File: src/rtl/trans_mes_buf.sv
// Transmit-side message buffer: latches one CAN message, writes it into the
// Canakari transmit registers, requests transmission and waits for tx_ok.
module trans_mes_buf #(
    parameter logic [15:0] TIMEOUT    = 16'd4096,
    parameter logic [4:0]  ADDR_ID    = 5'b01001,
    parameter logic [4:0]  ADDR_D12   = 5'b01000,
    parameter logic [4:0]  ADDR_D34   = 5'b00111,
    parameter logic [4:0]  ADDR_D56   = 5'b00110,
    parameter logic [4:0]  ADDR_D78   = 5'b00100,
    parameter logic [4:0]  ADDR_CTRL  = 5'b01111,
    parameter logic [15:0] CTRL_TXREQ = 16'h0001
) (
    input  logic        clk,
    input  logic        rst,
    input  logic        start,
    input  logic [75:0] data_tra_in,
    input  logic [3:0]  dlc,
    input  logic        wr_ack,
    input  logic        tx_ok,
    output logic [4:0]  addr,
    output logic [15:0] data_tra_out,
    output logic        we,
    output logic        busy,
    output logic        done,
    output logic        tx_err
);

    localparam logic [2:0] IDLE    = 3'd0;
    localparam logic [2:0] WR_ID   = 3'd1;
    localparam logic [2:0] WR_D12  = 3'd2;
    localparam logic [2:0] WR_D34  = 3'd3;
    localparam logic [2:0] WR_D56  = 3'd4;
    localparam logic [2:0] WR_D78  = 3'd5;
    localparam logic [2:0] WR_CTRL = 3'd6;
    localparam logic [2:0] WAIT_TX = 3'd7;

    localparam logic [15:0] CNT_MAX = 16'hFFFF;

    logic [2:0]  state_q, state_d;
    logic [63:0] msg_q, msg_d;
    logic [15:0] cnt_q, cnt_d;
    logic [4:0]  addr_d;
    logic [15:0] data_d;
    logic        we_d, busy_d, done_d, tx_err_d;
    logic        acked;

    // Only id[10:0] reaches the ID register word.
    logic unused_id_msb;
    assign unused_id_msb = data_tra_in[75];

    assign acked = we && wr_ack;

    // Next state and next registered outputs.
    always_comb begin
        state_d  = state_q;
        msg_d    = msg_q;
        cnt_d    = cnt_q;
        addr_d   = addr;
        data_d   = data_tra_out;
        we_d     = we;
        busy_d   = busy;
        done_d   = 1'b0;
        tx_err_d = 1'b0;

        case (state_q)
            IDLE: begin
                if (start) begin
                    state_d = WR_ID;
                    msg_d   = data_tra_in[63:0];
                    addr_d  = ADDR_ID;
                    data_d  = {data_tra_in[74:64], 1'b0, dlc};
                    we_d    = 1'b1;
                    busy_d  = 1'b1;
                end
            end
            WR_ID: begin
                if (acked) begin
                    state_d = WR_D12;
                    addr_d  = ADDR_D12;
                    data_d  = msg_q[63:48];
                end
            end
            WR_D12: begin
                if (acked) begin
                    state_d = WR_D34;
                    addr_d  = ADDR_D34;
                    data_d  = msg_q[47:32];
                end
            end
            WR_D34: begin
                if (acked) begin
                    state_d = WR_D56;
                    addr_d  = ADDR_D56;
                    data_d  = msg_q[31:16];
                end
            end
            WR_D56: begin
                if (acked) begin
                    state_d = WR_D78;
                    addr_d  = ADDR_D78;
                    data_d  = msg_q[15:0];
                end
            end
            WR_D78: begin
                if (acked) begin
                    state_d = WR_CTRL;
                    addr_d  = ADDR_CTRL;
                    data_d  = CTRL_TXREQ;
                end
            end
            WR_CTRL: begin
                if (acked) begin
                    state_d = WAIT_TX;
                    addr_d  = 5'd0;
                    data_d  = 16'd0;
                    we_d    = 1'b0;
                    cnt_d   = 16'd0;
                end
            end
            WAIT_TX: begin
                // tx_ok wins over a timeout landing in the same cycle.
                if (tx_ok) begin
                    state_d = IDLE;
                    busy_d  = 1'b0;
                    done_d  = 1'b1;
                end else if (cnt_q == TIMEOUT - 16'd1) begin
                    state_d  = IDLE;
                    busy_d   = 1'b0;
                    tx_err_d = 1'b1;
                end else if (cnt_q != CNT_MAX) begin
                    cnt_d = cnt_q + 16'd1;
                end
            end
            default: begin
                state_d = IDLE;
                addr_d  = 5'd0;
                data_d  = 16'd0;
                we_d    = 1'b0;
                busy_d  = 1'b0;
            end
        endcase
    end

    // State, latch, counter and output registers.
    always_ff @(posedge clk or posedge rst) begin
        if (rst) begin
            state_q      <= IDLE;
            msg_q        <= 64'd0;
            cnt_q        <= 16'd0;
            addr         <= 5'd0;
            data_tra_out <= 16'd0;
            we           <= 1'b0;
            busy         <= 1'b0;
            done         <= 1'b0;
            tx_err       <= 1'b0;
        end else begin
            state_q      <= state_d;
            msg_q        <= msg_d;
            cnt_q        <= cnt_d;
            addr         <= addr_d;
            data_tra_out <= data_d;
            we           <= we_d;
            busy         <= busy_d;
            done         <= done_d;
            tx_err       <= tx_err_d;
        end
    end

endmodule

File: config.mk
export PLATFORM = sky130hd
export DESIGN_NAME = trans_mes_buf
export DESIGN_NICKNAME = d
export VERILOG_FILES = /design/src/rtl/trans_mes_buf.sv
export SDC_FILE = /design/constraint.sdc
export NUM_CORES = 1
export LEC_CHECK = 0
export BUFFER_PORTS_ARGS = -buffer_cell sky130_fd_sc_hd__buf_2
export CAP_MARGIN = 5
export CORE_MARGIN = 2
export CORE_UTILIZATION = 45
export DETAILED_ROUTE_END_ITERATION = 8
export PLACE_DENSITY = 0.68
export SLEW_MARGIN = 20
export SYNTH_ARGS = -nofsm -noshare
export SYNTH_HDL_FRONTEND = slang
export SYNTH_SLANG_ARGS = --single-unit
File: constraint.sdc
create_clock -name clk -period 6.95 [get_ports clk]
set_clock_uncertainty 0.2 [all_clocks]
set_input_delay 0.695 -clock clk [delete_from_list [all_inputs] [get_ports clk]]
set_output_delay 0.695 -clock clk [all_outputs]
set_load 0.05 [all_outputs]
==> results list <==
* Pin count of the biggest net entering global routing: 64
- The worst setup path is captured at a register.
* Total standard cell area after synthesis: 4900 sq um
* DRT Wirelength: 10.9 mm
* Maximum number of buffers from clock root to sink: 2
- The most used flip-flop cell after synthesis is sky130_fd_sc_hd__dfrtp_1.
- Post-route core utilization: 53.6%
- For flop-to-flop paths, the worst setup slack is 4190 ps.
- Wire length of the first global-routing pass: 18.0 mm
- Excluding fillers, the count of instances in the completed layout stands at 673.
- Counting every net in the synthesized netlist gives 519.
- For this run, the top clock speed supported by timing is 363 MHz.
- Antenna diode count: 0
- Number of filler instances in the final layout: 990
* Commonest cells after routing, fill and taps aside: 107 x sky130_fd_sc_hd__dfrtp_1, 107 x sky130_fd_sc_hd__buf_2, 65 x sky130_fd_sc_hd__mux2_2
- Antenna viol nets, final: 0
- Data arrival, critical path: 2790 ps
* RSZ-0062 raised after global routing: no
- In this run the worst hold path is classified as input port to asynchronous set/reset pin.
- Final standard cell area without fillers: 5750 sq um
- OpenSTA, run right after detailed placement, puts the worst setup slack at 4210 ps.
- Antenna violations before repair: 1
- Delay contributed by the slowest stage of the critical path: 830 ps
- HPWL reported at the end of detailed placement: 7.73 mm
- Final worst path period share: 39.6%
- The core region is 10700 sq um.
- Hold bufs inserted after CTS: 0
- Detailed-route wire length per cell: 16.2 um
- Cells resized by post-CTS repair: 0
* Lkg Pwr: 2.87 nW
- Traced cell by cell, the critical path runs through ha_1, nor2b_2, nor4_1, o22ai_2, buf_4, o21ai_0.
- After detailed routing, the number of remaining DRC violations is 0.
- After technology mapping, the gate count stands at 429.
* Number of flip-flops and latches in the synthesized netlist: 107
- The clock tree synthesis step divided the H-tree into 3 levels.
* Total gr overflow: 0
- Clock Latency Late Sink: 380 ps
* Category of the worst setup path launch point: register
- Via density: 5.37
* Max Fanout on Critical Path: 37
- Headroom to the max-slew limit came out at 36.5%.
- Clk root buf: sky130_fd_sc_hd__clkbuf_8
- The die is 108 um tall.
- Total setup buffers inserted after CTS: 0
* Final number of max-transition violations: 0
* Number of library cell types mapped by synthesis: 52
- The critical path is of the register to register type.
* Reg-to-reg critical path startpoint: state_q[1]
- Final layout net count: 618
* Peak ir drop on the vdd network: 0.000150 V
* Weighted congestion reported at the end of routability-driven placement: 0.776
- Outcome: finished, final reports clean
* Count of flip-flops with a built-in enable after synthesis: 0
- Worst setup slack after layout: 4190 ps
- The sequential cells in the finished layout cover a total of 2680 sq um.
- Data on the critical path is required at its endpoint by 6980 ps.
- The final route contains 3617 vias.
* Via count of the first global-routing pass: 3638
- The clock drives 107 sinks.
- Number of warnings reported in the yosys synthesis log: 0
- Count of endpoints failing setup in the final report: 0
- In this run the mean area of a mapped cell was 11.4 sq um.
- Starting utilization of the core area: 45.6%
- The final hold violation count was 0.
* Cell area reported after detailed placement: 5550 sq um
- Share of async-settable or async-resettable flops after synthesis: 100%
- The first detailed-routing pass ran for 5 iterations.
* Final critical path time including I/O delays and setup: 2760 ps
- In this run, CTS created clock tree buffers numbering 9.
* DIE WIDTH: 108 um
- Slowest-stage cell, CP: sky130_fd_sc_hd__nor2b_2
- In this run, placement finished with an instance count of 657.
* CTS clk-pin slew, worst paths: 100 ps
- In this design, the largest share of critical-path delay is due to simple AND/OR/NAND/NOR gates.
* Final setup TNS: 0 ps
- TritonCTS built the clock tree.
- Global routing used 20.1% of the available tracks.
- Core Rows: 38
- Die area: 11700 sq um
- Combined area of the multi-input logic cells: 2070 sq um
* Number of buffers added on ports: 107
- From synthesis to final layout, the design area changed by 17.5%.
- Across the run, the number of max-cap violations was 0.
* Number of placed I/O pins: 110
- Worst Setup SP: state_q[1]
- Of the cells placed in the final design, the portion with a size suffix greater than 1 is 39.4%.
- Initial DRC count: 232
- Number of buffer and inverter instances along the worst setup path: 1
* Power Dens Cells: 186 nW/um^2
- For the pin with the worst max-slew slack, the measured transition is 948 ps.
* Part of the Yosys area used for sequential elements: 54.7%
-- metal layers --
metal  vias up  track usage (%)  part of all wire [%]
met3         7             8.50                   7.8
li1       1751                -                     -
met4         0             4.40                  0.73
met2        93             31.4                    47
met1      1766             26.2                    44
met5         -                0                     0
-- kinds of logic (layout without fill, tap and decap cells) --
logic type	Yosys count	count (layout)	synth area share (%)
AOI/OAI and AO/OA	116	116	15.3
other	1	1	0.0766
adders and majority gates	5	5	1.28
buffers and inverters	37	141	3.24
DFF	107	107	54.7
and+or+nand+nor	96	96	10.0
muxes	67	67	15.4
-- cell type report --
cell class | instances | area share [%]
multi-input combinational | 285 | 35.9
tap | 140 | 3.04
clock buffer | 11 | 2.46
clock inverter | 5 | 1.15
sequential | 107 | 46.5
inverter | 12 | 0.826
timing repair buffer | 113 | 10.1
-- cells in the mapped netlist, types with 4 or more instances --
master / n / share of area, %
sky130_fd_sc_hd__nand3_1: 4 / 0.41
sky130_fd_sc_hd__o21ai_1: 4 / 0.41
sky130_fd_sc_hd__nor2_1: 15 / 1.1
sky130_fd_sc_hd__a31oi_1: 4 / 0.51
sky130_fd_sc_hd__dfrtp_1: 107 / 55
sky130_fd_sc_hd__o31ai_1: 6 / 0.92
sky130_fd_sc_hd__buf_2: 7 / 0.72
sky130_fd_sc_hd__mux2_2: 65 / 15
sky130_fd_sc_hd__inv_1: 11 / 0.84
sky130_fd_sc_hd__a21oi_1: 22 / 2.2
sky130_fd_sc_hd__nand2_1: 44 / 3.4
sky130_fd_sc_hd__clkbuf_1: 15 / 1.1
sky130_fd_sc_hd__a22oi_1: 31 / 4.8
sky130_fd_sc_hd__ha_1: 5 / 1.3
sky130_fd_sc_hd__nand4_1: 5 / 0.64
sky130_fd_sc_hd__o21ai_0: 33 / 3.4
-- stage by stage --
step	hold WS, ps	power (W)
after CTS	167	0.00109
after global routing	185	0.00112
after global placement	256	0.000683
after floorplan	260	0.000655
final	160	0.00107
after detailed placement	267	0.000684
-- worst reg2reg max path: cells and delay by family, from the launching register on --
family          cells  cell delay [ps]
simple gates        2              970
flops               1              420
compound gates      2              340
fa+ha+maj           1              340
buf+inv             1              350
-- final timing paths --
path	endpoint	cells after the start
setup / recovery	data_tra_out[5]	6
hold / removal	cnt_q[12]	2
setup reg to reg	data_tra_out[5]	6
hold reg to reg	data_tra_out[9]	2
max in group asynchronous	msg_q[34]	3
min in group clk	data_tra_out[9]	2
-- state kept, by name, indices dropped and copies added, names as in the netlist --
name / count
data_tra_out: 16
we: 1
state_q: 3
tx_err: 1
cnt_q: 16
addr: 4
busy: 1
done: 1
msg_q: 64
-- power by group --
part	internal (W)	switching [W]	total [W]
Sequential	0.000625	0.00000426	0.000629
Clock	0.000182	0.000217	0.000398
Combinational	0.0000188	0.0000227	0.0000415
Total	0.000825	0.000244	0.00107
Note: power is estimated with default switching activity, not from simulation.
